$ cat src/rtl/usb_dma_pkg.sv
// Shared types and helpers for the USB DMA AHB-lite to AXI4 bridge.
package usb_dma_pkg;

  typedef logic [2:0] state_t;

  localparam state_t IDLE    = 3'd0;
  localparam state_t WR_DATA = 3'd1;
  localparam state_t WR_REQ  = 3'd2;
  localparam state_t WR_RESP = 3'd3;
  localparam state_t RD_ADDR = 3'd4;
  localparam state_t RD_DATA = 3'd5;
  localparam state_t ERR1    = 3'd6;
  localparam state_t ERR2    = 3'd7;

  localparam logic [1:0] RESP_OKAY   = 2'b00;
  localparam logic [1:0] RESP_EXOKAY = 2'b01;
  localparam logic [1:0] RESP_SLVERR = 2'b10;
  localparam logic [1:0] RESP_DECERR = 2'b11;
  localparam logic [1:0] BURST_INCR  = 2'b01;

  function automatic logic [3:0] ahb_wstrb(input logic [2:0] size, input logic [1:0] addr_lo);
    case (size)
      3'd0:    return 4'b0001 << addr_lo;
      3'd1:    return 4'b0011 << addr_lo;
      default: return 4'b1111;
    endcase
  endfunction

  function automatic logic ahb_size_legal(input logic [2:0] size, input logic [1:0] addr_lo);
    case (size)
      3'd0:    return 1'b1;
      3'd1:    return !addr_lo[0];
      3'd2:    return addr_lo == 2'b00;
      default: return 1'b0;
    endcase
  endfunction

  function automatic logic axi_resp_ok(input logic [1:0] resp);
    return (resp == RESP_OKAY) || (resp == RESP_EXOKAY);
  endfunction

endpackage

$ cat src/rtl/axi_bus.sv
// Minimal AXI4 bus bundle with master/slave views.
interface AXI_BUS #(
  parameter int unsigned ADDR_WIDTH = 32,
  parameter int unsigned DATA_WIDTH = 32,
  parameter int unsigned ID_WIDTH   = 4
);
  logic [ID_WIDTH-1:0]     aw_id;
  logic [ADDR_WIDTH-1:0]   aw_addr;
  logic [7:0]              aw_len;
  logic [2:0]              aw_size;
  logic [1:0]              aw_burst;
  logic                    aw_lock;
  logic [3:0]              aw_cache;
  logic [2:0]              aw_prot;
  logic                    aw_valid;
  logic                    aw_ready;
  logic [DATA_WIDTH-1:0]   w_data;
  logic [DATA_WIDTH/8-1:0] w_strb;
  logic                    w_last;
  logic                    w_valid;
  logic                    w_ready;
  logic [ID_WIDTH-1:0]     b_id;
  logic [1:0]              b_resp;
  logic                    b_valid;
  logic                    b_ready;
  logic [ID_WIDTH-1:0]     ar_id;
  logic [ADDR_WIDTH-1:0]   ar_addr;
  logic [7:0]              ar_len;
  logic [2:0]              ar_size;
  logic [1:0]              ar_burst;
  logic                    ar_lock;
  logic [3:0]              ar_cache;
  logic [2:0]              ar_prot;
  logic                    ar_valid;
  logic                    ar_ready;
  logic [ID_WIDTH-1:0]     r_id;
  logic [DATA_WIDTH-1:0]   r_data;
  logic [1:0]              r_resp;
  logic                    r_last;
  logic                    r_valid;
  logic                    r_ready;

  modport Master (
    output aw_id, aw_addr, aw_len, aw_size, aw_burst, aw_lock, aw_cache, aw_prot, aw_valid,
    input  aw_ready,
    output w_data, w_strb, w_last, w_valid,
    input  w_ready,
    input  b_id, b_resp, b_valid,
    output b_ready,
    output ar_id, ar_addr, ar_len, ar_size, ar_burst, ar_lock, ar_cache, ar_prot, ar_valid,
    input  ar_ready,
    input  r_id, r_data, r_resp, r_last, r_valid,
    output r_ready
  );

  modport Slave (
    input  aw_id, aw_addr, aw_len, aw_size, aw_burst, aw_lock, aw_cache, aw_prot, aw_valid,
    output aw_ready,
    input  w_data, w_strb, w_last, w_valid,
    output w_ready,
    output b_id, b_resp, b_valid,
    input  b_ready,
    input  ar_id, ar_addr, ar_len, ar_size, ar_burst, ar_lock, ar_cache, ar_prot, ar_valid,
    output ar_ready,
    output r_id, r_data, r_resp, r_last, r_valid,
    input  r_ready
  );
endinterface

$ cat src/rtl/usb_dma_ahb2axi.sv
// AHB-lite DMA slave to AXI4 master: each AHB beat becomes one single-beat,
// non-posted AXI transaction while the AHB side is held with hready low.
module usb_dma_ahb2axi
  import usb_dma_pkg::*;
#(
  parameter int unsigned AXI_ID     = 0,
  parameter int unsigned ID_WIDTH   = 4,
  parameter int unsigned ADDR_WIDTH = 32,
  parameter int unsigned DATA_WIDTH = 32
) (
  input  logic                  aclk,
  input  logic                  areset,
  input  logic                  s_hsel,
  input  logic [ADDR_WIDTH-1:0] s_haddr,
  input  logic [1:0]            s_htrans,
  input  logic                  s_hwrite,
  input  logic [2:0]            s_hsize,
  input  logic [2:0]            s_hburst,
  input  logic [DATA_WIDTH-1:0] s_hwdata,
  output logic [DATA_WIDTH-1:0] s_hrdata,
  output logic                  s_hready,
  output logic                  s_hresp,
  AXI_BUS.Master                mst
);

  if (DATA_WIDTH != 32) begin : g_bad_width
    $error("usb_dma_ahb2axi supports DATA_WIDTH == 32 only");
  end

  localparam logic [ID_WIDTH-1:0] ID_C = ID_WIDTH'(AXI_ID);

  state_t                  state;
  logic [ADDR_WIDTH-1:0]   haddr_q;
  logic                    hwrite_q;
  logic [2:0]              hsize_q;
  logic [DATA_WIDTH-1:0]   wdata_q;
  logic [3:0]              wstrb_q;
  logic [DATA_WIDTH-1:0]   hrdata_q;
  logic                    aw_valid_q, w_valid_q, ar_valid_q;
  logic                    accept;
  logic                    aw_done, w_done;

  assign s_hready = (state == IDLE) || (state == ERR2);
  assign s_hresp  = (state == ERR1) || (state == ERR2);
  assign s_hrdata = hrdata_q;
  assign accept   = s_hsel & s_htrans[1] & s_hready;

  // A channel counts as done once its valid has dropped or is being accepted now.
  assign aw_done = !aw_valid_q || mst.aw_ready;
  assign w_done  = !w_valid_q  || mst.w_ready;

  always_ff @(posedge aclk or posedge areset) begin
    if (areset) begin
      state      <= IDLE;
      haddr_q    <= '0;
      hwrite_q   <= 1'b0;
      hsize_q    <= '0;
      wdata_q    <= '0;
      wstrb_q    <= '0;
      hrdata_q   <= '0;
      aw_valid_q <= 1'b0;
      w_valid_q  <= 1'b0;
      ar_valid_q <= 1'b0;
    end else begin
      case (state)
        IDLE, ERR2: begin
          state <= IDLE;
          if (accept) begin
            haddr_q  <= s_haddr;
            hwrite_q <= s_hwrite;
            hsize_q  <= s_hsize;
            if (!ahb_size_legal(s_hsize, s_haddr[1:0])) begin
              state <= ERR1;
            end else if (s_hwrite) begin
              state <= WR_DATA;
            end else begin
              state      <= RD_ADDR;
              ar_valid_q <= 1'b1;
            end
          end
        end
        WR_DATA: begin
          wdata_q    <= s_hwdata;
          wstrb_q    <= ahb_wstrb(hsize_q, haddr_q[1:0]);
          aw_valid_q <= 1'b1;
          w_valid_q  <= 1'b1;
          state      <= WR_REQ;
        end
        WR_REQ: begin
          if (mst.aw_ready) aw_valid_q <= 1'b0;
          if (mst.w_ready)  w_valid_q  <= 1'b0;
          if (aw_done && w_done) state <= WR_RESP;
        end
        WR_RESP: begin
          if (mst.b_valid) state <= axi_resp_ok(mst.b_resp) ? IDLE : ERR1;
        end
        RD_ADDR: begin
          if (mst.ar_ready) begin
            ar_valid_q <= 1'b0;
            state      <= RD_DATA;
          end
        end
        RD_DATA: begin
          if (mst.r_valid) begin
            if (axi_resp_ok(mst.r_resp)) begin
              hrdata_q <= mst.r_data;
              state    <= IDLE;
            end else begin
              state <= ERR1;
            end
          end
        end
        ERR1:    state <= ERR2;
        default: state <= IDLE;
      endcase
    end
  end

  assign mst.aw_id    = ID_C;
  assign mst.aw_addr  = haddr_q;
  assign mst.aw_len   = 8'd0;
  assign mst.aw_size  = hsize_q;
  assign mst.aw_burst = BURST_INCR;
  assign mst.aw_lock  = 1'b0;
  assign mst.aw_cache = 4'd0;
  assign mst.aw_prot  = 3'd0;
  assign mst.aw_valid = aw_valid_q;
  assign mst.w_data   = wdata_q;
  assign mst.w_strb   = wstrb_q;
  assign mst.w_last   = 1'b1;
  assign mst.w_valid  = w_valid_q;
  assign mst.b_ready  = (state == WR_RESP);
  assign mst.ar_id    = ID_C;
  assign mst.ar_addr  = haddr_q;
  assign mst.ar_len   = 8'd0;
  assign mst.ar_size  = hsize_q;
  assign mst.ar_burst = BURST_INCR;
  assign mst.ar_lock  = 1'b0;
  assign mst.ar_cache = 4'd0;
  assign mst.ar_prot  = 3'd0;
  assign mst.ar_valid = ar_valid_q;
  assign mst.r_ready  = (state == RD_DATA);

  logic unused;
  assign unused = ^{s_htrans[0], s_hburst, hwrite_q, mst.b_id, mst.r_id, mst.r_last};

endmodule

$ cat src/flat_wrapper.sv
// flat-port wrapper written by rule: the top's interface ports become plain ports
module usb_dma_ahb2axi_flat import usb_dma_pkg::*;
#(
  parameter int unsigned AXI_ID     = 0,
  parameter int unsigned ID_WIDTH   = 4,
  parameter int unsigned ADDR_WIDTH = 32,
  parameter int unsigned DATA_WIDTH = 32
)
  (aclk, areset, s_hsel, s_haddr, s_htrans, s_hwrite, s_hsize, s_hburst, s_hwdata, s_hrdata, s_hready, s_hresp, mst_aw_id, mst_aw_addr, mst_aw_len, mst_aw_size, mst_aw_burst, mst_aw_lock, mst_aw_cache, mst_aw_prot, mst_aw_valid, mst_aw_ready, mst_w_data, mst_w_strb, mst_w_last, mst_w_valid, mst_w_ready, mst_b_id, mst_b_resp, mst_b_valid, mst_b_ready, mst_ar_id, mst_ar_addr, mst_ar_len, mst_ar_size, mst_ar_burst, mst_ar_lock, mst_ar_cache, mst_ar_prot, mst_ar_valid, mst_ar_ready, mst_r_id, mst_r_data, mst_r_resp, mst_r_last, mst_r_valid, mst_r_ready);
  AXI_BUS #(.ADDR_WIDTH(ADDR_WIDTH), .DATA_WIDTH(DATA_WIDTH), .ID_WIDTH(ID_WIDTH)) mst_i ();
  input  logic aclk;
  input  logic areset;
  input  logic s_hsel;
  input  logic [ADDR_WIDTH-1:0] s_haddr;
  input  logic [1:0] s_htrans;
  input  logic s_hwrite;
  input  logic [2:0] s_hsize;
  input  logic [2:0] s_hburst;
  input  logic [DATA_WIDTH-1:0] s_hwdata;
  output logic [DATA_WIDTH-1:0] s_hrdata;
  output logic s_hready;
  output logic s_hresp;
  output wire logic [$bits(mst_i.aw_id)-1:0] mst_aw_id;
  output wire logic [$bits(mst_i.aw_addr)-1:0] mst_aw_addr;
  output wire logic [$bits(mst_i.aw_len)-1:0] mst_aw_len;
  output wire logic [$bits(mst_i.aw_size)-1:0] mst_aw_size;
  output wire logic [$bits(mst_i.aw_burst)-1:0] mst_aw_burst;
  output wire logic [$bits(mst_i.aw_lock)-1:0] mst_aw_lock;
  output wire logic [$bits(mst_i.aw_cache)-1:0] mst_aw_cache;
  output wire logic [$bits(mst_i.aw_prot)-1:0] mst_aw_prot;
  output wire logic [$bits(mst_i.aw_valid)-1:0] mst_aw_valid;
  input wire logic [$bits(mst_i.aw_ready)-1:0] mst_aw_ready;
  output wire logic [$bits(mst_i.w_data)-1:0] mst_w_data;
  output wire logic [$bits(mst_i.w_strb)-1:0] mst_w_strb;
  output wire logic [$bits(mst_i.w_last)-1:0] mst_w_last;
  output wire logic [$bits(mst_i.w_valid)-1:0] mst_w_valid;
  input wire logic [$bits(mst_i.w_ready)-1:0] mst_w_ready;
  input wire logic [$bits(mst_i.b_id)-1:0] mst_b_id;
  input wire logic [$bits(mst_i.b_resp)-1:0] mst_b_resp;
  input wire logic [$bits(mst_i.b_valid)-1:0] mst_b_valid;
  output wire logic [$bits(mst_i.b_ready)-1:0] mst_b_ready;
  output wire logic [$bits(mst_i.ar_id)-1:0] mst_ar_id;
  output wire logic [$bits(mst_i.ar_addr)-1:0] mst_ar_addr;
  output wire logic [$bits(mst_i.ar_len)-1:0] mst_ar_len;
  output wire logic [$bits(mst_i.ar_size)-1:0] mst_ar_size;
  output wire logic [$bits(mst_i.ar_burst)-1:0] mst_ar_burst;
  output wire logic [$bits(mst_i.ar_lock)-1:0] mst_ar_lock;
  output wire logic [$bits(mst_i.ar_cache)-1:0] mst_ar_cache;
  output wire logic [$bits(mst_i.ar_prot)-1:0] mst_ar_prot;
  output wire logic [$bits(mst_i.ar_valid)-1:0] mst_ar_valid;
  input wire logic [$bits(mst_i.ar_ready)-1:0] mst_ar_ready;
  input wire logic [$bits(mst_i.r_id)-1:0] mst_r_id;
  input wire logic [$bits(mst_i.r_data)-1:0] mst_r_data;
  input wire logic [$bits(mst_i.r_resp)-1:0] mst_r_resp;
  input wire logic [$bits(mst_i.r_last)-1:0] mst_r_last;
  input wire logic [$bits(mst_i.r_valid)-1:0] mst_r_valid;
  output wire logic [$bits(mst_i.r_ready)-1:0] mst_r_ready;
  assign mst_aw_id = mst_i.aw_id;
  assign mst_aw_addr = mst_i.aw_addr;
  assign mst_aw_len = mst_i.aw_len;
  assign mst_aw_size = mst_i.aw_size;
  assign mst_aw_burst = mst_i.aw_burst;
  assign mst_aw_lock = mst_i.aw_lock;
  assign mst_aw_cache = mst_i.aw_cache;
  assign mst_aw_prot = mst_i.aw_prot;
  assign mst_aw_valid = mst_i.aw_valid;
  assign mst_i.aw_ready = mst_aw_ready;
  assign mst_w_data = mst_i.w_data;
  assign mst_w_strb = mst_i.w_strb;
  assign mst_w_last = mst_i.w_last;
  assign mst_w_valid = mst_i.w_valid;
  assign mst_i.w_ready = mst_w_ready;
  assign mst_i.b_id = mst_b_id;
  assign mst_i.b_resp = mst_b_resp;
  assign mst_i.b_valid = mst_b_valid;
  assign mst_b_ready = mst_i.b_ready;
  assign mst_ar_id = mst_i.ar_id;
  assign mst_ar_addr = mst_i.ar_addr;
  assign mst_ar_len = mst_i.ar_len;
  assign mst_ar_size = mst_i.ar_size;
  assign mst_ar_burst = mst_i.ar_burst;
  assign mst_ar_lock = mst_i.ar_lock;
  assign mst_ar_cache = mst_i.ar_cache;
  assign mst_ar_prot = mst_i.ar_prot;
  assign mst_ar_valid = mst_i.ar_valid;
  assign mst_i.ar_ready = mst_ar_ready;
  assign mst_i.r_id = mst_r_id;
  assign mst_i.r_data = mst_r_data;
  assign mst_i.r_resp = mst_r_resp;
  assign mst_i.r_last = mst_r_last;
  assign mst_i.r_valid = mst_r_valid;
  assign mst_r_ready = mst_i.r_ready;
  usb_dma_ahb2axi #(.AXI_ID(AXI_ID), .ID_WIDTH(ID_WIDTH), .ADDR_WIDTH(ADDR_WIDTH), .DATA_WIDTH(DATA_WIDTH)) u_core (.aclk(aclk), .areset(areset), .s_hsel(s_hsel), .s_haddr(s_haddr), .s_htrans(s_htrans), .s_hwrite(s_hwrite), .s_hsize(s_hsize), .s_hburst(s_hburst), .s_hwdata(s_hwdata), .s_hrdata(s_hrdata), .s_hready(s_hready), .s_hresp(s_hresp), .mst(mst_i));
endmodule
$ cat config.mk
export PLATFORM = sky130hd
export DESIGN_NAME = usb_dma_ahb2axi_flat
export DESIGN_NICKNAME = d
export VERILOG_FILES = /design/src/rtl/usb_dma_pkg.sv /design/src/rtl/axi_bus.sv /design/src/rtl/usb_dma_ahb2axi.sv /design/src/flat_wrapper.sv
export SDC_FILE = /design/constraint.sdc
export NUM_CORES = 1
export LEC_CHECK = 0
export CAP_MARGIN = 5
export CORE_AREA = 3 3 121 123
export DETAILED_ROUTE_END_ITERATION = 10
export DIE_AREA = 0 0 124 126
export PLACE_DENSITY = 0.81
export SLEW_MARGIN = 20
export SYNTH_ARGS = -nofsm -noshare
export SYNTH_HDL_FRONTEND = slang
export SYNTH_SLANG_ARGS = --single-unit
$ cat constraint.sdc
create_clock -name aclk -period 9.3 [get_ports aclk]
set_input_delay 1.86 -clock aclk [delete_from_list [all_inputs] [get_ports aclk]]
set_output_delay 1.86 -clock aclk [all_outputs]
set_load 0.005 [all_outputs]
==> results of run 1 <==
[layer usage]
layer	GRT usage	part of all wire
met5	0	0
met4	0.0425	0.013
met3	0.0454	0.084
met2	0.284	0.53
met1	0.188	0.38
[stage by stage]
step           std cells  utilization  power (mW)  instance area (sq um)  setup slack (ps)
2_1_floorplan        411            -        1.34                   5300              4570
3_3_place_gp         753        0.533        1.90                   7350              5400
3_5_place_dp         753        0.534        1.94                   7350              5660
4_1_cts              769        0.556        2.33                   7650              5450
5_1_grt              769        0.556        2.44                   7650              5290
6_report             769        0.556        2.30                   7650              5480
[area by class of cell]
type                    count  area share
flip-flops and latches    109       0.356
inverters                   4     0.00229
well taps                 180      0.0294
clock buffers              11      0.0317
multi-input cells         204       0.238
repair buffers            256       0.334
clock inverters             5     0.00752
[cell families (layout without fill, tap and decap cells)]
family / Yosys count / count (layout) / share of synthesized area
buffers and inverters: 98 / 276 / 0.148
other: 2 / 45 / 0.00146
AND/OR/NAND/NOR: 33 / 33 / 0.0346
AO/OA/AOI/OAI: 26 / 26 / 0.0334
flip-flops: 109 / 109 / 0.531
multiplexers: 100 / 100 / 0.252
[state kept, by name, summed over array words and instances, names as in the netlist]
register / count
u_core.mst.ar_addr: 32
u_core.mst.w_data: 32
u_core.s_hrdata: 32
u_core.mst.w_strb: 4
u_core.mst.ar_size: 3
u_core.state: 3
u_core.mst.ar_valid: 1
u_core.mst.aw_valid: 1
u_core.mst.w_valid: 1
[power breakdown]
part / switching (mW) / total (mW) / leakage, nW / internal [mW]
Clock: 0.166 / 0.382 / 0.150 / 0.217
Combinational: 0.302 / 1.06 / 1.78 / 0.762
Sequential: 0.163 / 0.850 / 1.34 / 0.686
[how the worst min path moves through the flow]
stage,to,cells after the start
4_1_cts,u_core.mst.w_data[15]$_DFFE_PP0P_,1
3_3_place_gp,u_core.mst.w_strb[0]$_DFFE_PP0P_,1
2_1_floorplan,u_core.mst.w_strb[0]$_DFFE_PP0P_,1
3_5_place_dp,u_core.s_hrdata[8]$_DFFE_PP0P_,1
6_report,u_core.mst.w_data[15]$_DFFE_PP0P_,1
5_1_grt,u_core.mst.w_data[28]$_DFFE_PP0P_,1
[layout by cell type (no fill, tap or decap), types with 3 or more instances in the layout]
cell type,n
inv_1,3
a31oi_1,4
clkdlybuf4s50_1,255
dfrtp_1,109
conb_1,45
nor2_1,9
o21ai_0,6
mux2_2,53
mux2_4,46
clkbuf_16,9
nand2_1,6
nor2b_1,5
a21oi_1,4
==> impl_metrics.tcl, run 1 <==
set metrics [dict create \
    ant_nets 0 \
    synth-seq-cells 109 \
    fin_setup_tns_ps 0 \
    cts_resized 0 \
    crit_required_ps 7440 \
    drive_above_1_share 0.207 \
    ys_seq_area_frac 0.531 \
    max_freq_ghz 0.261 \
    netlist_top_cells_area "dfrtp_1 53%, mux2_4 13%, buf_4 12%" \
    clock-root-buffer "clkbuf_16" \
    power_density_mw_per_mm2 300 \
    cts_tree "built" \
    synth.avg_cell_area_sq_um 14.0 \
    skew_ps 7.30 \
    cp-start-kind "flip-flop" \
    routedWlPerCell_microns 16.7 \
    crit_type "reg -> out" \
    grt_max_degree 64 \
    endpoint "s_hready" \
    avgViaCountPerCell 4.42 \
    yosys_warnings 0 \
    r2r-end "u_core.mst.ar_addr[24]$_DFFE_PP0P_" \
    max-vdd-ir-drop_mv 0.152 \
    path_cells "nor3_1 > or2_2 > clkdlybuf4s50_1" \
    cp_slowest_stage_delay_ps 540 \
    hp-class "reg -> reg" \
    cpMaxStageDelayCell "dfrtp_1" \
    num_vias 3396 \
    area_growth_pct 48.9 \
    reg2reg_from "u_core.state[0]$_DFFE_PP0P_" \
    hold_ws_ps 506 \
    initial_core_util 0.373 \
    rsz0062_at_grt "no" \
    yosysMostFrequentCell "dfrtp_1" \
    min_period_ps 3820 \
    timing.final.hold_violations 0 \
    final_nets 710 \
    routed_wl_mm 12.8 \
    portBuffers 255 \
    ios 316 \
    outcome "complete, no violations" \
    h-tree-depth 3 \
    ff2ff_path_depth 3 \
    cts.clk_slew.worst_paths_ps 70 \
    critPathCaptureType "primary output" \
    dr.pass1.iters 4 \
    row_count 43 \
    seq_area_sq_mm 0.00273 \
    syn_inst 368 \
    dieArea_sq_mm 0.0156 \
    grt_first_pass_wirelength_mm 19.7 \
    synth_top_area_frac 0.531 \
    critPathArrivalTime_ps 1960 \
    track_usage 0.160 \
    synth_common_cells "109 x dfrtp_1, 80 x buf_4, 53 x mux2_2" \
    clock_sinks 109 \
    period_share 0.411 \
    min_from "u_core.mst.w_data[15]$_DFFE_PP0P_" \
    ctsHoldBuffers 0 \
    slew_headroom 0.417 \
    fp.dieW_microns 124 \
    grt_pass1_vias 3593 \
    r2r_setup_slack_ps 7160 \
    netlist.top_cell.by_area "dfrtp_1" \
    first_iter_violations 96 \
    critPathMaxFanout 16 \
    insertion_delay_ps 340 \
    cts_buffer_depth 2 \
    core_area_sq_mm 0.0138 \
    synth_edf_count 0 \
    multiInputGateArea_sq_mm 0.00182 \
    ys.flop_type "dfrtp_1" \
    die_h_microns 126 \
    antenna_found_initial 0 \
    numCtsBuffers 9 \
    antennaDiodeCount 0 \
    worst_slew_pin_slew_ps 874 \
    p_leak_nw 3.27 \
    crit_buf_inv 1 \
    cp_top_family "simple AND/OR/NAND/NOR gates" \
    drcViolationCount 0 \
    synth-async-reset-ratio 1.00 \
    cts_setup_buffers 0 \
    fillers 1151 \
    grt-ovfl-total 0 \
    ys_types 39 \
    worstSetupPathDepth 3 \
    slew_viol_final 0 \
    final-setup-viol-count 0 \
    gp_congestion 0.809 \
    crit_start "u_core.state[0]$_DFFE_PP0P_" \
    cap_violations 0 \
    hpwl_mm 9.91 \
    netlist_area_sq_mm 0.00514 \
]
Note: power is estimated with default switching activity, not from simulation.
==> run 2: changes to the inputs <==
- CORE_AREA: 3 3 121 123 -> not set
- CORE_ASPECT_RATIO: not set -> 0.9
- CORE_MARGIN: not set -> 3
- CORE_UTILIZATION: not set -> 34
- DIE_AREA: 0 0 124 126 -> not set
- PLACE_DENSITY: 0.81 -> 0.78
- clock period: 9.3 -> 3.5 ns (I/O delays scaled with it)
==> run 2 against run 1 <==
Non-clock buffer count increased by 2. Largest power group unchanged. Count of clock-buffer cells in the layout decreased by 1. First-iteration DRC count increased by 7.3%. Power increased to 2.6 times the previous value. Critical endpoint unchanged. Register-to-register slack got worse by 5800 ps. Sequential share of layout area decreased by 0.15 points. Critical path type unchanged. Highest routed layer unchanged. Utilization decreased by 2.2 points. Design area increased by 0.42%.
==> impl_metrics.tcl, run 2 (synthesis results as in run 1) <==
set metrics [dict create \
    fillers 1205 \
    grt_max_degree 50 \
    track_usage 0.150 \
    period_share 0.758 \
    grt_pass1_vias 3527 \
    reg2reg_from "u_core.state[0]$_DFFE_PP0P_" \
    cts_buffer_depth 2 \
    max_freq_ghz 0.377 \
    p_leak_nw 3.27 \
    skew_ps 7.64 \
    final_nets 712 \
    min_from "u_core.mst.w_data[10]$_DFFE_PP0P_" \
    row_count 41 \
    h-tree-depth 3 \
    cts.clk_slew.worst_paths_ps 70 \
    numCtsBuffers 9 \
    final_common_cell "clkdlybuf4s50_1" \
    critPathArrivalTime_ps 1950 \
    outcome "complete, no violations" \
    slew_headroom 0.381 \
    gp_congestion 0.813 \
    path_cells "nor3_1 > or2_2 > clkdlybuf4s50_1" \
    mostFrequentLayoutCells "255 x clkdlybuf4s50_1, 109 x dfrtp_1, 53 x mux2_2" \
    fp.dieW_microns 136 \
    crit_type "reg -> out" \
    final-setup-viol-count 0 \
    critPathCaptureType "primary output" \
    initial_core_util 0.357 \
    slew_viol_final 0 \
    routedWlPerCell_microns 16.4 \
    hp-class "reg -> reg" \
    first_iter_violations 103 \
    dr.pass1.iters 4 \
    max-vdd-ir-drop_mv 0.460 \
    dieArea_sq_mm 0.0166 \
    ant_nets 0 \
    portBuffers 255 \
    fin_setup_tns_ps 0 \
    cts_resized 0 \
    crit_required_ps 2800 \
    drcViolationCount 0 \
    core_area_sq_mm 0.0144 \
    area_growth_pct 49.6 \
    seq_area_sq_mm 0.00273 \
    antennaDiodeCount 0 \
    hpwl_mm 9.91 \
    num_vias 3414 \
    cp_slowest_stage_delay_ps 550 \
    die_h_microns 123 \
    clock_sinks 109 \
    ff2ff_path_depth 4 \
    cts_setup_buffers 0 \
    min_period_ps 2650 \
    rsz0062_at_grt "no" \
    multiInputGateArea_sq_mm 0.00182 \
    timing.final.hold_violations 0 \
    cpMaxStageDelayCell "dfrtp_1" \
    ctsHoldBuffers 0 \
    r2r-end "u_core.mst.ar_addr[18]$_DFFE_PP0P_" \
    cap_violations 0 \
    clock-root-buffer "clkbuf_16" \
    ios 316 \
    whs_endpoint "u_core.mst.w_data[10]$_DFFE_PP0P_" \
    insertion_delay_ps 350 \
    cp-start-kind "flip-flop" \
    grt-ovfl-total 0 \
    drive_above_1_share 0.210 \
    avgViaCountPerCell 4.35 \
    antenna_found_initial 0 \
    power_density_mw_per_mm2 789 \
    hold_depth 1 \
    routed_wl_mm 12.9 \
    worst_slew_pin_slew_ps 929 \
    finalPower_mw 6.07 \
    r2r_setup_slack_ps 1370 \
    critPathMaxFanout 16 \
    grt_first_pass_wirelength_mm 19.5 \
    cts_tree "built" \
]
-- run 2: per-layer routing --
metal | track usage | up-vias | routed length [microns]
li1 | - | 1561 | -
met1 | 0.172 | 1684 | 4870
met2 | 0.268 | 160 | 6760
met3 | 0.0439 | 9 | 1100
met4 | 0.0472 | 0 | 163
met5 | 0 | - | 0
-- run 2: stage by stage --
| step | instance area (sq um) | cells | setup slack (ps) | utilization | hold WS (ps) |
|---|---|---|---|---|---|
| floorplan | 5310 | 411 | 1480 | - | 488 |
| global placement | 7400 | 768 | 1140 | 0.514 | 481 |
| detailed placement | 7400 | 768 | 1110 | 0.514 | 494 |
| CTS | 7690 | 784 | 847 | 0.533 | 511 |
| global route | 7690 | 784 | 738 | 0.533 | 517 |
| finish | 7690 | 784 | 849 | 0.533 | 508 |
-- run 2: worst max path at each step --
stage	from	endpoint	slack, ps	cells after the start
final	u_core.state[0]$_DFFE_PP0P_	s_hready	850	3
after global routing	u_core.state[0]$_DFFE_PP0P_	s_hready	740	3
after CTS	u_core.state[0]$_DFFE_PP0P_	s_hready	850	3
after detailed placement	s_hsel	u_core.mst.ar_addr[20]$_DFFE_PP0P_	1110	4
after global placement	s_htrans[1]	u_core.mst.ar_addr[21]$_DFFE_PP0P_	1140	4
after floorplan	areset	u_core.mst.ar_addr[0]$_DFFE_PP0P_	1480	1
-- run 2: cell type report --
type / count / share of cell area
Clock buffer: 10 / 0.0298
Clock inverter: 6 / 0.00700
Inverter: 4 / 0.00244
Multi-Input combinational cell: 204 / 0.236
Sequential cell: 109 / 0.355
Tap cell: 193 / 0.0314
Timing Repair Buffer: 258 / 0.338
-- run 2: critical path: cells and delay by family, from the launching register on --
kind          cells  cell delay [ps]
simple gates      2              540
flops             1              550
buf+inv           1              510
-- run 2: power breakdown --
| part | internal [mW] | switching (mW) |
|---|---|---|
| clock network | 0.496 | 0.476 |
| registers | 1.82 | 0.430 |
| logic | 2.03 | 0.811 |
| total | 4.35 | 1.72 |
==> run 3: changes to the inputs <==
- clock period: 3.5 -> 2.2 ns (I/O delays scaled with it)
==> run 3 against run 2 <==
Hold slack worse by 8.9 ps. Non-clock buffer count up 10. Utilization up 1.3 points. Die area unchanged. Sequential share of layout area down 0.82 points. Clock power up 90%. Wire length up 3.4%. Cell count up 1.3%. Flip-flop and latch count unchanged. Power up 66%. Register-to-register slack worse by 980 ps. Critical endpoint is now mst_r_ready. Highest routed layer unchanged.
==> impl_metrics.tcl, run 3 (synthesis results as in run 1) <==
set metrics [dict create \
    outcome "complete, no violations" \
    fin_util 0.547 \
    ios 316 \
    crit_required_ps 1760 \
    clock-root-buffer "clkbuf_16" \
    max_freq_ghz 0.475 \
    cts_tree "built" \
    grt_pass1_vias 3756 \
    die_h_microns 123 \
    final_nets 722 \
    path_cells "buf_4 > nor2b_4 > and2_4 > clkdlybuf4s50_1" \
    p_comb_frac 0.466 \
    hpwl_mm 10.3 \
    place_inst 773 \
    cpMaxStageDelayCell "clkdlybuf4s50_1" \
    grt_first_pass_wirelength_mm 20.2 \
    portBuffers 255 \
    critPathMaxFanout 6 \
    dieArea_sq_mm 0.0166 \
    critPathCaptureType "primary output" \
    min_period_ps 2110 \
    cp-start-kind "flip-flop" \
    antennaDiodeCount 0 \
    multiInputGateArea_sq_mm 0.00183 \
    crit_type "reg -> out" \
    stdcell_count 794 \
    internal-power_mw 7.34 \
    track_usage 0.155 \
    core_area_sq_mm 0.0144 \
    h-tree-depth 3 \
    final-setup-viol-count 0 \
    skew_ps 7.17 \
    first_iter_violations 108 \
    clock_sinks 109 \
    p_leak_nw 3.38 \
    final_common_cell "clkdlybuf4s50_1" \
    seq_area_sq_mm 0.00273 \
    insertion_delay_ps 340 \
    routedWlPerCell_microns 16.8 \
    grt_max_degree 58 \
    numCtsBuffers 9 \
    cp_top_family "buffers and inverters" \
    avgViaCountPerCell 4.35 \
    dr.pass1.iters 4 \
    clkPwrFrac 0.183 \
    crit_buf_inv 2 \
    p_seq_frac 0.351 \
    p_sw_mw 2.75 \
    cp_slowest_stage_delay_ps 490 \
    critPathArrivalTime_ps 1670 \
    slew_viol_final 0 \
    fin_setup_tns_ps 0 \
    max-vdd-ir-drop_mv 0.743 \
    netSwitchingFraction 0.272 \
    rsz0062_at_grt "no" \
    drcViolationCount 0 \
    ant_nets 0 \
    cts.clk_slew.worst_paths_ps 70 \
    mostFrequentLayoutCells "253 x clkdlybuf4s50_1, 106 x dfrtp_1, 53 x mux2_2" \
    fillers 1206 \
    drive_above_1_share 0.233 \
    cts_buffer_depth 2 \
    period_share 0.957 \
    hp-class "reg -> reg" \
    gp_congestion 0.803 \
    finalPower_mw 10.1 \
    cap_violations 0 \
    power_density_mw_per_mm2 1280 \
    antenna_found_initial 0 \
    row_count 41 \
    area_growth_pct 53.3 \
    timing.final.hold_violations 0 \
    fp.dieW_microns 136 \
    num_vias 3451 \
    grt-ovfl-total 0 \
    initial_core_util 0.357 \
    routed_wl_mm 13.3 \
]
run 3: final timing paths:
path	startpoint	end	slack (ps)	cells after the start
setup / recovery	u_core.state[1]$_DFFE_PP0P_	mst_r_ready	90	4
hold reg to reg	u_core.mst.w_strb[0]$_DFFE_PP0P_	u_core.mst.w_strb[0]$_DFFE_PP0P_	500	1
min in group asynchronous	areset	u_core.s_hrdata[26]$_DFFE_PP0P_	550	3
max in group asynchronous	areset	u_core.mst.w_data[21]$_DFFE_PP0P_	1380	3
hold / removal	u_core.mst.w_strb[0]$_DFFE_PP0P_	u_core.mst.w_strb[0]$_DFFE_PP0P_	500	1
setup reg to reg	u_core.state[1]$_DFFE_PP0P_	u_core.s_hrdata[8]$_DFFE_PP0P_	390	6
run 3: area by class of cell:
cell class / count / share of cell area
inverters: 4 / 0.00238
repair buffers: 268 / 0.344
clock inverters: 7 / 0.0154
well taps: 193 / 0.0306
multi-input cells: 204 / 0.232
flip-flops and latches: 109 / 0.347
clock buffers: 9 / 0.0286
run 3: power by group through the flow:
stage,clock (mW),sequential [mW],combinational [mW]
detailed placement,0,3.60,4.67
CTS,1.91,3.57,4.76
global placement,0,3.54,4.58
floorplan,0,3.55,2.10
finish,1.85,3.54,4.70
global route,1.99,3.68,5.02
run 3: per-layer routing:
metal,wire length (microns),GRT usage
met5,0,0
met2,7100,0.283
met3,965,0.0398
met1,5050,0.180
met4,213,0.0466
run 3: per-stage QoR:
step,hold WS (ps),worst slack [ps],cell area [sq um]
after floorplan,488,445,5310
after global placement,478,283,7480
after detailed placement,485,240,7480
after CTS,502,3.70,7860
after global routing,516,18.3,7880
final,500,93.6,7880
run 3: what timing repair did:
item                                    4_1_cts  5_1_grt
resized for setup                             5        3
buffers inserted                              4        1
endpoints found under the setup margin        2        2
hold buffers                                  0        0
endpoints found under the hold margin         0        0
